**src/rtl/bcd_to_bin_seq.sv**
```systemverilog
// bcd_to_bin_seq
// Sequential BCD-to-binary converter using iterative reverse double-dabble.
// One shift-and-correct step per clock; NB steps convert DIGITS BCD digits.
//
// Ports:
//   i_clk    system clock
//   i_rst_n  asynchronous active-low reset
//   i_start  start request, sampled only while idle
//   i_bcd    packed BCD input, [3:0] = ones digit
//   o_bin    converted value (low W bits of the result), held between runs
//   o_busy   high while shifting
//   o_done   one-cycle completion pulse
//   o_ovf    result does not fit in W bits, held until next accepted start
//   o_err    an input digit was > 9, held until next accepted start
module bcd_to_bin_seq #(
  parameter int DIGITS = 3,
  parameter int W      = 8
) (
  input  logic                  i_clk,
  input  logic                  i_rst_n,
  input  logic                  i_start,
  input  logic [4*DIGITS-1:0]   i_bcd,
  output logic [W-1:0]          o_bin,
  output logic                  o_busy,
  output logic                  o_done,
  output logic                  o_ovf,
  output logic                  o_err
);

  localparam int NB = $clog2(10**DIGITS);
  localparam int CW = $clog2(NB+1);
  localparam int BW = 4*DIGITS;

  typedef enum logic [1:0] {IDLE, SHIFT, DONE} state_t;

  state_t          state_reg, state_next;
  logic [BW-1:0]   bcd_reg, bcd_next;
  logic [NB-1:0]   bin_reg, bin_next;
  logic [CW-1:0]   cnt_reg, cnt_next;
  logic [W-1:0]    out_bin_reg, out_bin_next;
  logic            ovf_reg, ovf_next;
  logic            err_reg, err_next;

  // One step of the working register: shift right, then correct digits.
  logic [BW-1:0]   bcd_shift;
  logic [BW-1:0]   bcd_fix;
  logic [NB-1:0]   bin_shift;
  logic [W-1:0]    bin_low;
  logic            ovf_shift;
  logic [DIGITS-1:0] dig_ok;
  logic            digits_ok;

  assign {bcd_shift, bin_shift} = {bcd_reg, bin_reg} >> 1;

  // A digit that was >= 5 before the shift lands at >= 8 afterwards;
  // subtracting 3 undoes the +3 that forward double-dabble would have added.
  generate
    for (genvar gi = 0; gi < DIGITS; gi++) begin : g_digit
      assign bcd_fix[4*gi +: 4] = (bcd_shift[4*gi +: 4] >= 4'd8)
                                  ? bcd_shift[4*gi +: 4] - 4'd3
                                  : bcd_shift[4*gi +: 4];
      assign dig_ok[gi] = (i_bcd[4*gi +: 4] <= 4'd9);
    end
  endgenerate

  assign digits_ok = &dig_ok;

  // Truncating cast also zero-extends when W exceeds NB.
  assign bin_low = W'(bin_shift);

  generate
    if (NB > W) begin : g_ovf
      assign ovf_shift = |bin_shift[NB-1:W];
    end else begin : g_no_ovf
      assign ovf_shift = 1'b0;
    end
  endgenerate

  always_ff @(posedge i_clk or negedge i_rst_n) begin
    if (!i_rst_n) begin
      state_reg   <= IDLE;
      bcd_reg     <= '0;
      bin_reg     <= '0;
      cnt_reg     <= '0;
      out_bin_reg <= '0;
      ovf_reg     <= 1'b0;
      err_reg     <= 1'b0;
    end else begin
      state_reg   <= state_next;
      bcd_reg     <= bcd_next;
      bin_reg     <= bin_next;
      cnt_reg     <= cnt_next;
      out_bin_reg <= out_bin_next;
      ovf_reg     <= ovf_next;
      err_reg     <= err_next;
    end
  end

  always_comb begin
    state_next   = state_reg;
    bcd_next     = bcd_reg;
    bin_next     = bin_reg;
    cnt_next     = cnt_reg;
    out_bin_next = out_bin_reg;
    ovf_next     = ovf_reg;
    err_next     = err_reg;
    case (state_reg)
      IDLE: begin
        if (i_start) begin
          if (digits_ok) begin
            bcd_next   = i_bcd;
            bin_next   = '0;
            cnt_next   = CW'(NB);
            ovf_next   = 1'b0;
            err_next   = 1'b0;
            state_next = SHIFT;
          end else begin
            // Invalid digit: report immediately, keep the previous o_bin.
            err_next   = 1'b1;
            ovf_next   = 1'b0;
            state_next = DONE;
          end
        end
      end
      SHIFT: begin
        bcd_next = bcd_fix;
        bin_next = bin_shift;
        cnt_next = cnt_reg - CW'(1);
        if (cnt_reg == CW'(1)) begin
          // Publish the final step directly so results align with o_done.
          out_bin_next = bin_low;
          ovf_next     = ovf_shift;
          state_next   = DONE;
        end
      end
      DONE: begin
        state_next = IDLE;
      end
      default: begin
        state_next = IDLE;
      end
    endcase
  end

  assign o_bin  = out_bin_reg;
  assign o_ovf  = ovf_reg;
  assign o_err  = err_reg;
  assign o_busy = (state_reg == SHIFT);
  assign o_done = (state_reg == DONE);

endmodule

```
**config.mk**
```make
export PLATFORM = sky130hd
export DESIGN_NAME = bcd_to_bin_seq
export DESIGN_NICKNAME = d
export VERILOG_FILES = /design/src/rtl/bcd_to_bin_seq.sv
export SDC_FILE = /design/constraint.sdc
export NUM_CORES = 1
export LEC_CHECK = 0
export BUFFER_PORTS_ARGS = -buffer_cell sky130_fd_sc_hd__buf_2
export CORE_MARGIN = 1.5
export CORE_UTILIZATION = 45
export CTS_CLUSTER_DIAMETER = 40
export DETAILED_ROUTE_END_ITERATION = 10
export PLACE_DENSITY = 0.69
export RECOVER_POWER = 100
export SYNTH_ARGS = -nofsm -noshare
export SYNTH_HDL_FRONTEND = slang
export SYNTH_SLANG_ARGS = --single-unit
export TNS_END_PERCENT = 50
```
**constraint.sdc**
```tcl
create_clock -name i_clk -period 1.5 [get_ports i_clk]
set_input_delay 0.15 -clock i_clk [delete_from_list [all_inputs] [get_ports i_clk]]
set_output_delay 0.15 -clock i_clk [all_outputs]
set_load 0.05 [all_outputs]
```
==> reports/results.tsv <==
metric	value	unit
status	completed	
Mapped Avg Cell Area	11.2	um2
drt first pass iters	4	
starting density of the core	46.9	%
Pleak	1.03	nW
reg2reg path depth	5	
Die X	64.8	um
CP peak stage delay	0.40	ns
Fin Setup TNS	0	ns
worst r2r dst	cnt_reg[3]	
Mapped Cells	153	
drt wl/cell	14.2	um
Max Buffers Root-to-Sink	2	
Total GRT Usage	19.6	%
worst r2r src	state_reg[1]	
Worst Path Required	1.66	ns
Final Hold Fails	0	
pin count of the biggest net entering global routing	38	
Crit. Startpoint	state_reg[1]	
routed via count	1280	
Area Overhead vs Synth	25.5	%
Syn Nets	174	
Final Power	4.12	mW
routability-driven placement congestion ratio	0.809	
unrepaired setup endpoints after global routing	true	
critical path's slowest cell	dfrtp_1	
Core Area	3660	um2
fmax	0.680	GHz
fill count	319	
post-synth design cell area	1720	um2
CTS clock-pin slew for the worst setup and hold paths	0.07	ns
synth top area cells	dfrtp_1 (54%), mux2_2 (5.2%), a22o_1 (5.1%)	
DRC viols	0	
post-synth cell types	32	
fin cells	245	
slew at the pin closest to its max-slew limit	0.905	ns
Pwr Density	1910	nW/um2
routed vias/inst	5.22	
PortBufs	26	
clock buffers created by TritonCTS	5	
critical path, cell by cell	nand2b_4 -> inv_6 -> a41oi_4 -> nor3_1 -> or3b_1	
H-tree levels	2	
most common cell after layout, fill and taps aside	dfrtp_1	
critical path arrival	1.63	ns
post-route ant nets	0	
Die Height	64.8	um
Final setup viols	0	
detailed placement HPWL	2430	um
R2R Setup Slk	0.03	ns
I/O Pins	27	
WHS	0.104	ns
Hold Path Class	primary input to flop	
initial antenna violation count	0	
grt total ovfl	0	
clk sinks	37	
Warnings, synthesis	0	
Max-Cap Viols	0	
Largest register FFs	12	
fin crit share	98.1	%
CTS tree	done	
initial drt markers	47	
Rel. slew slack	39.7	%
placed cells	236	
crit end category	flop	
worst setup path end	cnt_reg[3]	
worst-path fanout max	5	
FP Rows	22	
Worst setup SP type	flop	
# diodes	0	
Fin Clk Skew	0.00249	ns
biggest area consumer among synthesized cells	dfrtp_1	
#FFs+latches synth	37	
worst skew pair latency	0.29	ns
min Tclk post-route	1.47	ns
vias in the first global route	1288	
layout cell share with drive strength beyond 1	26.4	%
Synth top area share	53.9	%
Max Slew Vio Count	0	
root buffer cell	clkbuf_8	
first-pass GRT wire length	6040	um
maximum vdd drop	0.840	mV
die area	4190	um2
register area share after synthesis	53.9	%
final WL	3490	um
commonest cells after routing, fill and taps aside	dfrtp_1 (37), nand2_1 (14), buf_2 (14)	
fin nets	218	
worst setup path class	flop to flop	
## repair_timing
item / CTS / global route
endpoints found under the hold margin: 37 / 0
setup buffers: 0 / 1
endpoints found under the setup margin: 12 / 12
gates resized for setup: 10 / 5
hold buffers: 1 / 0
pin swaps: 0 / 0
## layer usage
layer	wire length (um)	GRT usage, %
met3	114	6.42
met5	0	0
met2	1710	30.8
met4	61	8.51
met1	1600	24.6
## power by group
part           leakage, nW  total, mW  switching, mW  internal, mW
logic                0.495       1.64          0.885         0.751
clock network       0.0540      0.829          0.346         0.483
registers            0.480       1.66          0.321          1.34
total                 1.03       4.12           1.55          2.57
## synth_stat cells, drive strengths merged
cell type / n
nor3b: 1
inv: 9
o32a: 2
nand2: 14
or3: 1
o22ai: 1
a41oi: 1
mux2: 8
a22o: 10
dfrtp: 37
or3b: 1
buf: 5
nand3b: 1
nor3: 1
a21oi: 8
nand3: 2
xnor2: 4
nand2b: 3
mux2i: 7
nor2b: 2
clkbuf: 1
o221ai: 1
a22oi: 1
o21ai: 15
o31ai: 1
o21a: 2
nor2: 8
ha: 6
## critical path: cells and delay by family (launching register included)
kind | cells | cell delay, ns
DFF | 1 | 0.40
AOI/OAI and AO/OA | 1 | 0.23
buffers and inverters | 1 | 0.06
and+or+nand+nor | 3 | 0.65
## how the worst min path moves through the flow
stage                          from          end  slack, ns  cells after the start
after global routing      i_bcd[11]  bcd_reg[11]       0.12                      2
final                     i_bcd[11]  bcd_reg[11]       0.10                      2
after global placement      i_rst_n   bcd_reg[3]       0.21                      2
after floorplan             i_rst_n   bcd_reg[0]      -0.15                      0
after detailed placement    i_rst_n   bcd_reg[3]       0.22                      2
after CTS                 i_bcd[11]  bcd_reg[11]       0.11                      2
## per-stage QoR
step | util [%] | instance area (um2) | setup WS [ns]
global placement | 54.3 | 1990 | 0.0449
finish | 58.9 | 2150 | 0.0289
floorplan | - | 1720 | -0.0180
global route | 58.9 | 2150 | -0.0324
detailed placement | 54.3 | 1990 | -0.0541
CTS | 58.5 | 2140 | 0.0135
## logic make-up (layout without fill, tap and decap cells)
family                     Yosys count  in the layout  synth area share (%)
muxes                               15             15                  9.33
xor gates and xnor gates             4              4                  2.04
and+or+nand+nor                     34             34                  9.26
adders and majority gates            6              6                  4.37
buffers and inverters               15             59                  3.86
AOI/OAI and AO/OA                   42             42                  17.2
DFF                                 37             37                  53.9
## cell type report
| type | count | area, um2 | share of cell area, % |
|---|---|---|---|
| Multi-Input combinational cell | 101 | 746 | 34.6 |
| Clock buffer | 5 | 68.8 | 3.19 |
| Clock inverter | 2 | 35.0 | 1.63 |
| Sequential cell | 37 | 926 | 43.0 |
| Inverter | 9 | 38.8 | 1.80 |
| Timing Repair Buffer | 43 | 280 | 13.0 |
| Tap cell | 48 | 60.1 | 2.79 |
No activity file was read; power rests on OpenSTA's default activity.
